$ cat src/rtl/garbage_scheduler_pkg.sv
// Shared definitions for the garbage scheduler.
// Contents:
//   GARBAGE_CNT_W    default width of garbage row counts
//   COMBO_BONUS_MAX  cap on the combo attack bonus
//   ATTACK_TABLE     base attack indexed by cleared lines (0-4)
//   garbage_state_t  insertion sequencer states
//   base_attack()    table lookup that returns 0 for out-of-range line counts
package garbage_scheduler_pkg;

    localparam int unsigned GARBAGE_CNT_W   = 5;
    localparam int unsigned COMBO_BONUS_MAX = 5;

    localparam logic [2:0] ATTACK_TABLE [0:4] = '{3'd0, 3'd0, 3'd1, 3'd2, 3'd4};

    typedef enum logic [1:0] {
        IDLE,
        ARMED,
        READY,
        INSERT
    } garbage_state_t;

    function automatic logic [2:0] base_attack(input logic [2:0] lines);
        logic [2:0] r_val;
        r_val = 3'd0;
        for (int i = 0; i < 5; i++) begin
            if (lines == 3'(i)) begin
                r_val = ATTACK_TABLE[i];
            end
        end
        return r_val;
    endfunction

endpackage

$ cat src/rtl/garbage_attack_calc.sv
// Combinational attack calculator for one piece lock.
// Ports:
//   i_lock_lines   rows cleared by the lock (0-4; 5-7 treated as a non-clearing lock)
//   i_combo_count  combo count before the lock
//   i_b2b_active   back-to-back flag before the lock
//   o_attack       base + B2B bonus + combo bonus (max 10)
//   o_clearing     lock cleared at least one row
//   o_combo_next   combo count after the lock (saturates at 15)
//   o_b2b_next     back-to-back flag after the lock
module garbage_attack_calc
    import garbage_scheduler_pkg::*;
(
    input  logic [2:0] i_lock_lines,
    input  logic [3:0] i_combo_count,
    input  logic       i_b2b_active,
    output logic [3:0] o_attack,
    output logic       o_clearing,
    output logic [3:0] o_combo_next,
    output logic       o_b2b_next
);

    localparam logic [3:0] BONUS_CAP = 4'(COMBO_BONUS_MAX);

    logic       w_tetris;
    logic [3:0] w_half;
    logic [3:0] w_combo_bonus;
    logic [3:0] w_b2b_bonus;

    always_comb begin
        o_clearing    = (i_lock_lines != 3'd0) && (i_lock_lines <= 3'd4);
        w_tetris      = (i_lock_lines == 3'd4);
        w_half        = i_combo_count >> 1;
        w_combo_bonus = '0;
        if (o_clearing && i_combo_count >= 4'd2) begin
            w_combo_bonus = (w_half > BONUS_CAP) ? BONUS_CAP : w_half;
        end
        w_b2b_bonus = (w_tetris && i_b2b_active) ? 4'd1 : 4'd0;
        o_attack    = {1'b0, base_attack(i_lock_lines)} + w_b2b_bonus + w_combo_bonus;

        if (!o_clearing) begin
            o_combo_next = 4'd0;
        end else if (i_combo_count == 4'd15) begin
            o_combo_next = 4'd15;
        end else begin
            o_combo_next = i_combo_count + 4'd1;
        end

        // A 0-line lock leaves the back-to-back chain untouched.
        if (w_tetris) begin
            o_b2b_next = 1'b1;
        end else if (o_clearing) begin
            o_b2b_next = 1'b0;
        end else begin
            o_b2b_next = i_b2b_active;
        end
    end

endmodule

$ cat src/rtl/garbage_scheduler.sv
// Garbage scheduler: turns piece locks into outgoing attacks, queues incoming garbage,
// cancels it against attacks and releases it to the playfield via insert_valid/insert_ack.
// Build option: define GARBAGE_CANCEL_EN to cancel pending garbage with outgoing attack;
// without it the full attack is always sent and pending changes only by receive/insert.
// Ports:
//   clk, rst_l       clock, synchronous active-low reset
//   game_start       synchronous clear, same effect as reset
//   lock_valid/lock_lines           piece lock pulse and rows cleared
//   recv_valid/recv_count           opponent garbage arriving
//   send_valid/send_count/send_ready  outgoing attack handshake
//   insert_valid/insert_count/insert_ack  playfield insertion handshake
//   pending_garbage  queued incoming rows
//   combo_count      consecutive clearing locks (saturating)
//   b2b_active       last clearing lock was a 4-line clear
module garbage_scheduler
    import garbage_scheduler_pkg::*;
#(
    parameter int unsigned GARBAGE_DELAY = 500_000,
    parameter int unsigned MAX_PENDING   = 20,
    parameter int unsigned MAX_INSERT    = 8,
    parameter int unsigned CNT_W         = GARBAGE_CNT_W
) (
    input  logic             clk,
    input  logic             rst_l,
    input  logic             game_start,
    input  logic             lock_valid,
    input  logic [2:0]       lock_lines,
    input  logic             recv_valid,
    input  logic [CNT_W-1:0] recv_count,
    output logic             send_valid,
    output logic [CNT_W-1:0] send_count,
    input  logic             send_ready,
    output logic             insert_valid,
    output logic [CNT_W-1:0] insert_count,
    input  logic             insert_ack,
    output logic [CNT_W-1:0] pending_garbage,
    output logic [3:0]       combo_count,
    output logic             b2b_active
);

    localparam int unsigned      DLY_W    = (GARBAGE_DELAY > 1) ? $clog2(GARBAGE_DELAY) : 1;
    localparam logic [DLY_W-1:0] DLY_LOAD = DLY_W'(GARBAGE_DELAY - 1);
    localparam int unsigned      SUM_W    = CNT_W + 2;
    localparam logic [SUM_W-1:0] PEND_MAX = SUM_W'(MAX_PENDING);
    localparam logic [SUM_W-1:0] SEND_MAX = SUM_W'((1 << CNT_W) - 1);
    localparam logic [CNT_W-1:0] INS_MAX  = CNT_W'(MAX_INSERT);

    garbage_state_t   r_state;
    garbage_state_t   w_state_next;
    logic [DLY_W-1:0] r_delay;
    logic [CNT_W-1:0] r_pending;
    logic [CNT_W-1:0] r_send_count;
    logic [CNT_W-1:0] r_insert_count;
    logic             r_send_valid;
    logic             r_b2b;
    logic [3:0]       r_combo;

    logic [3:0]       w_calc_attack;
    logic [3:0]       w_combo_next;
    logic             w_clearing;
    logic             w_b2b_next;
    logic             w_zero_lock;
    logic             w_in_insert;
    logic [CNT_W-1:0] w_attack;
    logic [CNT_W-1:0] w_cancel;
    logic [CNT_W-1:0] w_remain;
    logic [CNT_W-1:0] w_ins_done;
    logic [CNT_W-1:0] w_recv;
    logic [CNT_W-1:0] w_pending_next;
    logic [CNT_W-1:0] w_insert_load;
    logic [SUM_W-1:0] w_pending_sum;
    logic [SUM_W-1:0] w_send_sum;
    logic             w_send_valid_next;
    logic [CNT_W-1:0] w_send_count_next;

    garbage_attack_calc u_attack_calc (
        .i_lock_lines  (lock_lines),
        .i_combo_count (r_combo),
        .i_b2b_active  (r_b2b),
        .o_attack      (w_calc_attack),
        .o_clearing    (w_clearing),
        .o_combo_next  (w_combo_next),
        .o_b2b_next    (w_b2b_next)
    );

    // Attack, cancel, pending and send-path next values.
    always_comb begin
        w_in_insert = (r_state == INSERT);
        w_attack    = lock_valid ? CNT_W'(w_calc_attack) : '0;
        w_zero_lock = lock_valid && !w_clearing;
`ifdef GARBAGE_CANCEL_EN
        // No cancel while inserting, so pending never drops below the latched insert_count.
        if (w_in_insert) begin
            w_cancel = '0;
        end else if (w_attack > r_pending) begin
            w_cancel = r_pending;
        end else begin
            w_cancel = w_attack;
        end
`else
        w_cancel = '0;
`endif
        w_remain   = w_attack - w_cancel;
        w_ins_done = (w_in_insert && insert_ack) ? r_insert_count : '0;
        w_recv     = recv_valid ? recv_count : '0;

        w_pending_sum  = SUM_W'(r_pending) + SUM_W'(w_recv) - SUM_W'(w_cancel)
                       - SUM_W'(w_ins_done);
        w_pending_next = (w_pending_sum > PEND_MAX) ? CNT_W'(MAX_PENDING)
                                                    : w_pending_sum[CNT_W-1:0];
        w_insert_load  = (w_pending_next > INS_MAX) ? INS_MAX : w_pending_next;

        w_send_sum        = SUM_W'(r_send_count) + SUM_W'(w_remain);
        w_send_valid_next = r_send_valid;
        w_send_count_next = r_send_count;
        if (w_remain != '0) begin
            w_send_valid_next = 1'b1;
            if (!r_send_valid || send_ready) begin
                w_send_count_next = w_remain;
            end else begin
                w_send_count_next = (w_send_sum > SEND_MAX) ? SEND_MAX[CNT_W-1:0]
                                                            : w_send_sum[CNT_W-1:0];
            end
        end else if (send_ready) begin
            w_send_valid_next = 1'b0;
            w_send_count_next = '0;
        end
    end

    // FSM: state register.
    always_ff @(posedge clk) begin
        if (!rst_l || game_start) begin
            r_state <= IDLE;
        end else begin
            r_state <= w_state_next;
        end
    end

    // FSM: next state.
    always_comb begin
        w_state_next = r_state;
        case (r_state)
            IDLE: begin
                if (w_pending_next != '0) w_state_next = ARMED;
            end
            ARMED: begin
                if (w_pending_next == '0)   w_state_next = IDLE;
                else if (r_delay == '0)     w_state_next = READY;
            end
            READY: begin
                if (w_pending_next == '0)   w_state_next = IDLE;
                else if (w_zero_lock)       w_state_next = INSERT;
            end
            INSERT: begin
                if (insert_ack) begin
                    w_state_next = (w_pending_next == '0) ? IDLE : READY;
                end
            end
            default: w_state_next = IDLE;
        endcase
    end

    // FSM: outputs.
    always_comb begin
        insert_valid    = (r_state == INSERT);
        insert_count    = insert_valid ? r_insert_count : '0;
        send_valid      = r_send_valid;
        send_count      = r_send_count;
        pending_garbage = r_pending;
        combo_count     = r_combo;
        b2b_active      = r_b2b;
    end

    // Datapath registers.
    always_ff @(posedge clk) begin
        if (!rst_l || game_start) begin
            r_delay        <= '0;
            r_pending      <= '0;
            r_send_valid   <= 1'b0;
            r_send_count   <= '0;
            r_insert_count <= '0;
            r_combo        <= '0;
            r_b2b          <= 1'b0;
        end else begin
            r_pending    <= w_pending_next;
            r_send_valid <= w_send_valid_next;
            r_send_count <= w_send_count_next;
            if (lock_valid) begin
                r_combo <= w_combo_next;
                r_b2b   <= w_b2b_next;
            end
            // Held loaded while idle so ARMED always starts from the full delay.
            if (r_state == IDLE) begin
                r_delay <= DLY_LOAD;
            end else if (r_state == ARMED && r_delay != '0) begin
                r_delay <= r_delay - DLY_W'(1);
            end
            if (!w_in_insert && w_state_next == INSERT) begin
                r_insert_count <= w_insert_load;
            end
        end
    end

endmodule

$ cat config.mk
export PLATFORM = sky130hd
export DESIGN_NAME = garbage_scheduler
export DESIGN_NICKNAME = d
export VERILOG_FILES = /design/src/rtl/garbage_scheduler_pkg.sv /design/src/rtl/garbage_attack_calc.sv /design/src/rtl/garbage_scheduler.sv
export SDC_FILE = /design/constraint.sdc
export NUM_CORES = 1
export LEC_CHECK = 0
export ABC_AREA = 1
export CAP_MARGIN = 20
export CELL_PAD_IN_SITES_DETAIL_PLACEMENT = 0
export CELL_PAD_IN_SITES_GLOBAL_PLACEMENT = 2
export CORE_MARGIN = 2
export CORE_UTILIZATION = 28
export CTS_CLUSTER_SIZE = 25
export DETAILED_ROUTE_END_ITERATION = 7
export GPL_TIMING_DRIVEN = 0
export PLACE_DENSITY = 0.75
export SYNTH_ARGS = -nofsm -noshare
export SYNTH_HDL_FRONTEND = slang
export SYNTH_SLANG_ARGS = --single-unit
$ cat constraint.sdc
create_clock -name clk -period 3.31 [get_ports clk]
set_input_delay 0.662 -clock clk [delete_from_list [all_inputs] [get_ports clk]]
set_output_delay 0.662 -clock clk [all_outputs]
set_load 0.005 [all_outputs]
==> flow_summary_export.csv <==
group,metric,value,unit
pwr,peakVddDrop,118,uV
synthesis,synth.largest_area_cell,"dfxtp_1",
synthesis,postSynth.asyncResetShare,0,%
floorplanning,core,0.0102,mm2
final_layout,antenna_cells,0,
final_layout,num-nets-final,527,
floorplanning,die_h,106,um
timing,maxSlewHeadroom,59.8,%
timing,drv_slew,0,
synthesis,avgSynthCellArea,6.71,um2
timing,finClkSkew,0.0104,ns
route,first_pass_iters,4,
global_route,gr-usage-met3,2.94,%
cts,clk_pin_slew,0.09,ns
synthesis,synth.cell_area,0.00291,mm2
final_layout,fin_area,0.00385,mm2
floorplanning,initial_core_util,28.5,%
timing,fin_crit_sh,99.0,%
synthesis,ys_ff_latch,42,
final_layout,drive_gt1_share,18.6,%
min_path,hold_path_depth,2,
timing,finalHoldViolCount,0,
cts,cts_sinks,42,
final_layout,final_cells,625,
setup_path,cp.required,3.48,ns
global_route,grt_use_met1,18.8,%
route,via_per_inst,4.44,
place,placedCellCount,606,
route,vias,2773,
final_layout,final_util,37.6,%
synthesis,synth_nets,473,
outcome,status,"completed",
synthesis,ys_top_cells_by_area,"dfxtp_1 29%, nand2_1 12%, inv_1 9.7%",
floorplanning,num_io_pins,37,
global_route,antenna_found_initial,0,
cts,htreeDepth,2,
global_route,grt_pass1_vias,2754,
job,drv_cap,0,
route,post-route-drc-count,0,
pwr,p_per_area,349,mW/mm2
global_route,grt_use_met2,23.6,%
synthesis,ys_warn_count,0,
cts,clock_path_buffers,2,
timing,fin_crit,3.28,ns
pwr,leakagePower,1.68,nW
setup_path,endpoint_kind,"register",
cts,clkLatencyLatePin,0.30,ns
timing,timing.fmax,305,MHz
timing,rsz0062_at_grt,"true",
route,drtIter0Drc,114,
synthesis,yosysSeqAreaShare,28.9,%
place,dpl-instance-area,0.00350,mm2
setup_path,cp_slowest_cell,"fa_2",
synthesis,synth-edff-count,0,
timing,worst_hold_slack,0.459,ns
cts,cts_inserted_buffers,5,
global_route,gr-usage-all-layers,14.2,%
route,wl_per_cell,11.8,um
pwr,p_total,1.34,mW
setup_path,cp_cell_sequence,"buf_2, nor2_4, ha_4, inv_2, o41ai_4, nor2_2, fa_2, fa_2, nand2_1, inv_2, buf_4, fa_1, a31oi_2, xor2_1, nand2_1, nand2_1, a21oi_1",
place,pre_cts_slack,-0.925,ns
setup_path,crit_path_start_kind,"input port",
global_route,grt_overflow_total,0,
place,gp_congestion,0.788,
timing,worst_slack,0.0347,ns
cts,tritoncts,"done",
synthesis,synthCells,434,
global_route,grt_first_pass_wirelength,12.9,mm
floorplanning,die_area,0.0112,mm2
route,wirelength,7.41,mm
synthesis,synth.distinct_cells,34,
place,io_buffers,36,
floorplanning,core.rowCount,37,
setup_path,slowest_delay,0.45,ns
synthesis,yosys.area.top_type_share,28.9,%
final_layout,syn2layout_area_growth,32.2,%
min_path,hold_class,"register to register",
route,ant_nets,0,
timing,setup_viol,0,
cts,root_buffer,"clkbuf_8",
global_route,grt-busiest-layer,"met2",
global_route,grt_max_degree,13,
setup_path,rr_worst_depth,15,
setup_path,arrival,3.45,ns
place,dpl.hpwl,5.72,mm
timing,fin_tns_setup,0,ns
setup_path,timing.setup.critical_path_class,"input port to register",
setup_path,cp_common_cell,"nand2_1",
floorplanning,die_x,106,um
setup_path,crit_fanout,3,
timing,worst_pin_slew,0.603,ns
synthesis,synthFlopType,"dfxtp_1",
per-layer routing:
metal | wire (um) | share of wire, %
met1 | 3740 | 50
met2 | 3380 | 46
met3 | 223 | 3.0
met4 | 60 | 0.81
met5 | 0 | 0
path summary, 6_finish.rpt:
check,to,startpoint,slack (ns)
min reg2reg,r_insert_count[4],r_insert_count[4],0.46
max reg2reg,send_count[4],combo_count[0],0.05
max,send_count[4],lock_lines[0],0.03
min,r_insert_count[4],r_insert_count[4],0.46
where the power goes:
| group | switching [mW] | internal, mW | leakage [nW] | total, mW |
|---|---|---|---|---|
| Sequential | 0.0160 | 0.522 | 0.344 | 0.538 |
| Combinational | 0.277 | 0.176 | 1.29 | 0.453 |
| Clock | 0.184 | 0.169 | 0.0482 | 0.353 |
critical path, delay by kind of cell:
| family | cells | cell delay [ns] |
|---|---|---|
| simple gates | 5 | 0.36 |
| buf+inv | 4 | 0.39 |
| compound gates | 3 | 0.33 |
| fa+ha+maj | 4 | 1.55 |
| xor+xnor | 1 | 0.18 |
Yosys cell counts, types with 5 or more instances:
library cell	n
nand4_1	7
o21ai_0	13
nand2_1	96
a21oi_1	29
a31oi_1	5
nand2_2	8
dfxtp_1	42
nor3_1	11
ha_1	16
xor2_1	8
fa_1	8
inv_1	75
nand3_1	18
nor2_1	69
cells in the final DEF (no fill, tap or decap), types with 2 or more instances in the layout:
cell | Yosys | final
a21oi_1 | 29 | 28
a221oi_1 | 2 | 2
a31oi_1 | 5 | 3
buf_2 | 0 | 3
buf_4 | 0 | 11
clkbuf_1 | 3 | 4
clkbuf_8 | 0 | 6
clkdlybuf4s50_1 | 0 | 31
dfxtp_1 | 42 | 40
dfxtp_4 | 0 | 2
dlymetal6s2s_1 | 0 | 2
fa_1 | 8 | 6
fa_2 | 0 | 2
ha_1 | 16 | 10
ha_4 | 0 | 6
inv_1 | 75 | 68
inv_2 | 3 | 9
nand2_1 | 96 | 87
nand2_2 | 8 | 16
nand2_4 | 1 | 2
nand3_1 | 18 | 18
nand4_1 | 7 | 7
nor2_1 | 69 | 57
nor2_2 | 2 | 9
nor2_4 | 1 | 6
nor3_1 | 11 | 11
nor4_2 | 1 | 2
o21ai_0 | 13 | 13
o22ai_2 | 0 | 3
xor2_1 | 8 | 8
cells by family after synthesis:
| kind of cell | after synthesis | share of synthesized area (%) |
|---|---|---|
| simple gates | 223 | 34.8 |
| compound gates | 55 | 10.7 |
| xor+xnor | 8 | 2.41 |
| fa+ha+maj | 24 | 12.4 |
| flops | 42 | 28.9 |
| buf+inv | 82 | 10.8 |
sequential cells by signal, indices dropped and copies added, names as in the netlist:
name / flops
r_delay: 19
pending_garbage: 5
r_insert_count: 5
send_count: 5
combo_count: 4
r_state: 2
b2b_active: 1
send_valid: 1
layout make-up:
cell class | count | area [um2]
fill | 1112 | 6380
tap | 136 | 170
multi-input combinational | 310 | 1990
inverter | 78 | 295
clock inverter | 1 | 5.00
sequential | 42 | 848
buffer | 4 | 22.5
clock buffer | 7 | 86.3
timing repair buffer | 47 | 433
repair_timing:
action / in CTS / in global routing
setup buffers: 5 / 6
hold buffers: 0 / 0
pin swaps: 13 / 19
endpoints found under the hold margin: 0 / 0
gates resized for setup: 32 / 30
setup endpoints to repair: 12 / 15
No activity file was read; power rests on OpenSTA's default activity.
==> patch 1 (same flow settings) <==
Build with the macro `GARBAGE_CANCEL_EN` defined.
--- a/src/rtl/garbage_scheduler.sv
+++ b/src/rtl/garbage_scheduler.sv
@@ -14,2 +14,4 @@
 //   b2b_active       last clearing lock was a 4-line clear
+`define GARBAGE_CANCEL_EN
+
 module garbage_scheduler
Behaviour: not the same (a bounded check fails within 4 cycles, from zero or initial values).
==> patch 1 against the unedited design <==
- the run now ends with negative setup slack left
- final area is 20% higher
- setup slack got worse by 2400 ps
- area after synthesis up 15%
- sequential share of layout area fell by 3.8 points
- non-clock buffer count rose by 13
- sequential cell count is the same
- die area is 14% higher
- routed wire length is 21% higher
- critical endpoint is now r_insert_count[3]
- highest routed layer unchanged
Power is left out: the tool's default activity adds up to more than one toggle a clock period on the data nets, which glitch-free logic cannot reach.
==> patch 1: results (changes against the unedited design) <==
Status - finished with violations (was complete, no violations)
Failing checks - negative setup slack
Final nets - 606 (was 527)
Sequential-to-total area share from yosys stat - 0.2513 (was 0.2887)
Ranking of synthesized cells by area - dfxtp_1 25%, nand2_1 10%, ha_1 9.7% (was dfxtp_1 29%, nand2_1 12%, inv_1 9.7%)
FF-to-FF End - r_insert_count[3] (was send_count[4])
WL per Instance - 12.90 µm (was 11.85 µm)
Slowest-stage cell, CP - fa_1 (was fa_2)
Post-CTS setup buffer count - 16 (was 5)
Initial drt markers - 87 (was 114)
Synth Area per Inst - 6.913 µm² (was 6.712 µm²)
Worst Hold Launch - r_insert_count[3] (was r_insert_count[4])
Routed vias - 3,214 (was 2,773)
Compound-Gate Fraction of Synth Area - 0.1055 (was 0.1074)
Final setup margin - -2401 ps (was 34.71 ps)
Top cells by count, synth - 92 x nand2_1, 82 x nor2_1, 79 x inv_1, 42 x dfxtp_1, 34 x a21oi_1 (was 96 x nand2_1, 75 x inv_1, 69 x nor2_1, 42 x dfxtp_1, 29 x a21oi_1)
Hold Worst Slack - 479.3 ps (was 459.2 ps)
R2r setup slk - -2300 ps (was 50 ps)
Placed cells - 663 (was 606)
Post-synthesis adder-cell area fraction - 0.1810 (was 0.1237)
Critical-path maximum fanout - 5 (was 3)
Final setup fails - 18 (was 0)
GR Util All Layers - 0.1432 (was 0.1423)
Clock Skews - 3.534 ps (was 10.36 ps)
Largest net degree at the start of global routing - 12 (was 13)
Synth unique cells - 38 (was 34)
Hold Path Sink - r_insert_count[3] (was r_insert_count[4])
Clock root buffer - clkbuf_16 (was clkbuf_8)
Clock Latency Late Sink - 280 ps (was 300 ps)
Vias per cell - 4.631 (was 4.437)
Detail Placement HPWL - 6887 µm (was 5722 µm)
Wire length of the first global-routing pass - 14,970 µm (was 12,900 µm)
Worst rel slew slack - 0.5803 (was 0.5977)
[patch 1: cell types whose count changed in the layout (fill, tap and decap cells not counted), moves of 6 or more]
| cell | unedited run | this run |
|---|---|---|
| nor2_1 | 57 | 73 |
| buf_4 | 11 | 22 |
| nand3_2 | 1 | 8 |
| clkbuf_8 | 6 | 0 |
[patch 1: how the worst max path moves through the flow]
| stage | endpoint | from | slack, ps | cells after the start |
|---|---|---|---|---|
| 6_report | r_insert_count[3] | lock_lines[0] | -2400 | 33 |
| 5_1_grt | r_insert_count[2] | lock_lines[0] | -2640 | 35 |
| 4_1_cts | r_insert_count[2] | lock_lines[0] | -2370 | 32 |
| 3_5_place_dp | r_insert_count[2] | lock_lines[1] | -3340 | 35 |
| 3_3_place_gp | r_insert_count[2] | lock_lines[1] | -3330 | 34 |
| 2_1_floorplan | r_insert_count[2] | lock_lines[1] | -2350 | 31 |
[patch 1: stage by stage]
step / setup WS [ps] / cell area, µm² / setup TNS, ps
after global routing: -2640 / 4611 / -43440
after detailed placement: -3340 / 4001 / -55330
final: -2401 / 4611 / -39040
after global placement: -3331 / 4001 / -55000
after CTS: -2374 / 4431 / -39120
after floorplan: -2348 / 3462 / -37410
[patch 1: per-layer routing]
layer	vias to the layer above	GRT usage	part of all wire	routed length, µm
li1	1686	-	-	-
met1	1478	0.1918	0.48	4314
met2	44	0.2463	0.48	4326
met3	6	0.01875	0.024	219
met4	0	0.03171	0.010	94
met5	-	0	0	0
[patch 1: area by class of cell]
cell class,instances,area (µm²)
clock buffers,7,132.6
multi-input cells,357,2561
fillers,1232,6905
flip-flops and latches,42,840.8
well taps,143,178.9
repair buffers,60,545.5
plain buffers,4,32.53
inverters,81,319.1
[patch 1: tightest hold or removal path, cell delays in order, from the launching register on]
cell	delay, ps
dfxtp_1	310
nand2_1	60
a21oi_1	60
==> patch 2 (same flow settings) <==
Without the edit above. Encoding of `garbage_state_t`: now Gray code (2 bits for 4 states).
--- a/src/rtl/garbage_scheduler_pkg.sv
+++ b/src/rtl/garbage_scheduler_pkg.sv
@@ -15,6 +15,6 @@
     typedef enum logic [1:0] {
-        IDLE,
-        ARMED,
-        READY,
-        INSERT
+        IDLE   = 2'b00,
+        ARMED  = 2'b01,
+        READY  = 2'b11,
+        INSERT = 2'b10
     } garbage_state_t;
Function: same outputs for any inputs over 10 cycles, from zero or initial values; not proved beyond that.
==> patch 2 against the unedited design <==
- the flow now finishes with violations (negative setup slack)
- final area up 4.4%
- routed wire length about the same
- power up 8.1%
- area after synthesis down 0.34%
- setup slack worse by 88 ps
- clock power up 45%
- clock skew about the same
- sequential cell count unchanged
- critical endpoint is now send_count[2]
- largest power group unchanged
==> patch 2: results (changes against the unedited design) <==
Post-Syn Nets - 474 (was 473)
FF-to-FF End - send_count[2] (was send_count[4])
FF-to-FF path depth - 18 (was 15)
Grt met1 use - 0.1771 (was 0.1885)
Met3 Usage GRT - 0.01608 (was 0.02943)
Internal Dissipation - 1.014 mW (was 0.8672 mW)
Non-clk buf share - 0.1316 (was 0.1183)
Final setup margin - -53.05 ps (was 34.71 ps)
R2r setup slk - -40 ps (was 50 ps)
Final setup fails - 4 (was 0)
Core Area - 10,180 µm² (was 10,230 µm²)
Gpl congestion - 0.7980 (was 0.7876)
Synth unique cells - 37 (was 34)
Number of gates resized after CTS - 44 (was 32)
Slew @ Worst Pin - 616.8 ps (was 603.5 ps)
Vias in the first global route - 2,679 (was 2,754)
Routed vias - 2,780 (was 2,773)
Max incr delay on CP - 390 ps (was 450 ps)
Met2 Track Usage GR - 0.2350 (was 0.2359)
Initial drt markers - 87 (was 114)
Fraction of area in clock buffers and inverters - 0.03547 (was 0.02372)
Final nets - 537 (was 527)
Routed wl met3 - 147 µm (was 223 µm)
Failing checks - negative setup slack
Leak - 1.774 nW (was 1.680 nW)
Post-CTS setup buffer count - 11 (was 5)
DRT Pass-1 Iters - 5 (was 4)
Status - finished with violations (was complete, no violations)
Top cells by count, synth - 86 x inv_1, 85 x nand2_1, 64 x nor2_1, 42 x dfxtp_1, 25 x a21oi_1 (was 96 x nand2_1, 75 x inv_1, 69 x nor2_1, 42 x dfxtp_1, 29 x a21oi_1)
Largest net degree at the start of global routing - 14 (was 13)
Worst Setup SP - lock_lines[2] (was lock_lines[0])
Share of cells above drive strength 1 - 0.2169 (was 0.1861)
FILL cells - 1,103 (was 1,112)
Clock Skews - 10.71 ps (was 10.36 ps)
# clk buffers - 6 (was 7)
-- patch 2: worst max-delay path: cells and delay by family --
family                   cells  cell delay [ps]
adder cells (fa/ha/maj)      4             1240
AO/OA/AOI/OAI                7              870
AND/OR/NAND/NOR              6              540
buffers and inverters        3              230
-- patch 2: cell families (layout without fill, tap and decap cells) --
family                     Yosys count  count (layout)  synth area share
buffers and inverters               94             158            0.1215
xor gates and xnor gates             3               3          0.009053
DFF                                 42              42            0.2897
and+or+nand+nor                    213             213            0.3418
AOI/OAI and AO/OA                   57              57            0.1095
adders and majority gates           25              25            0.1284
-- patch 2: per-stage QoR --
step	power, mW	setup WS, ps	setup TNS, ps	cells
6_report	1.454	-53.05	-109.3	634
5_1_grt	1.541	-259.2	-1045	634
4_1_cts	1.433	-41.87	-94.29	625
3_5_place_dp	0.8948	-1128	-10050	606
3_3_place_gp	0.8940	-1101	-10030	606
2_1_floorplan	0.8027	-164.1	-573.8	434
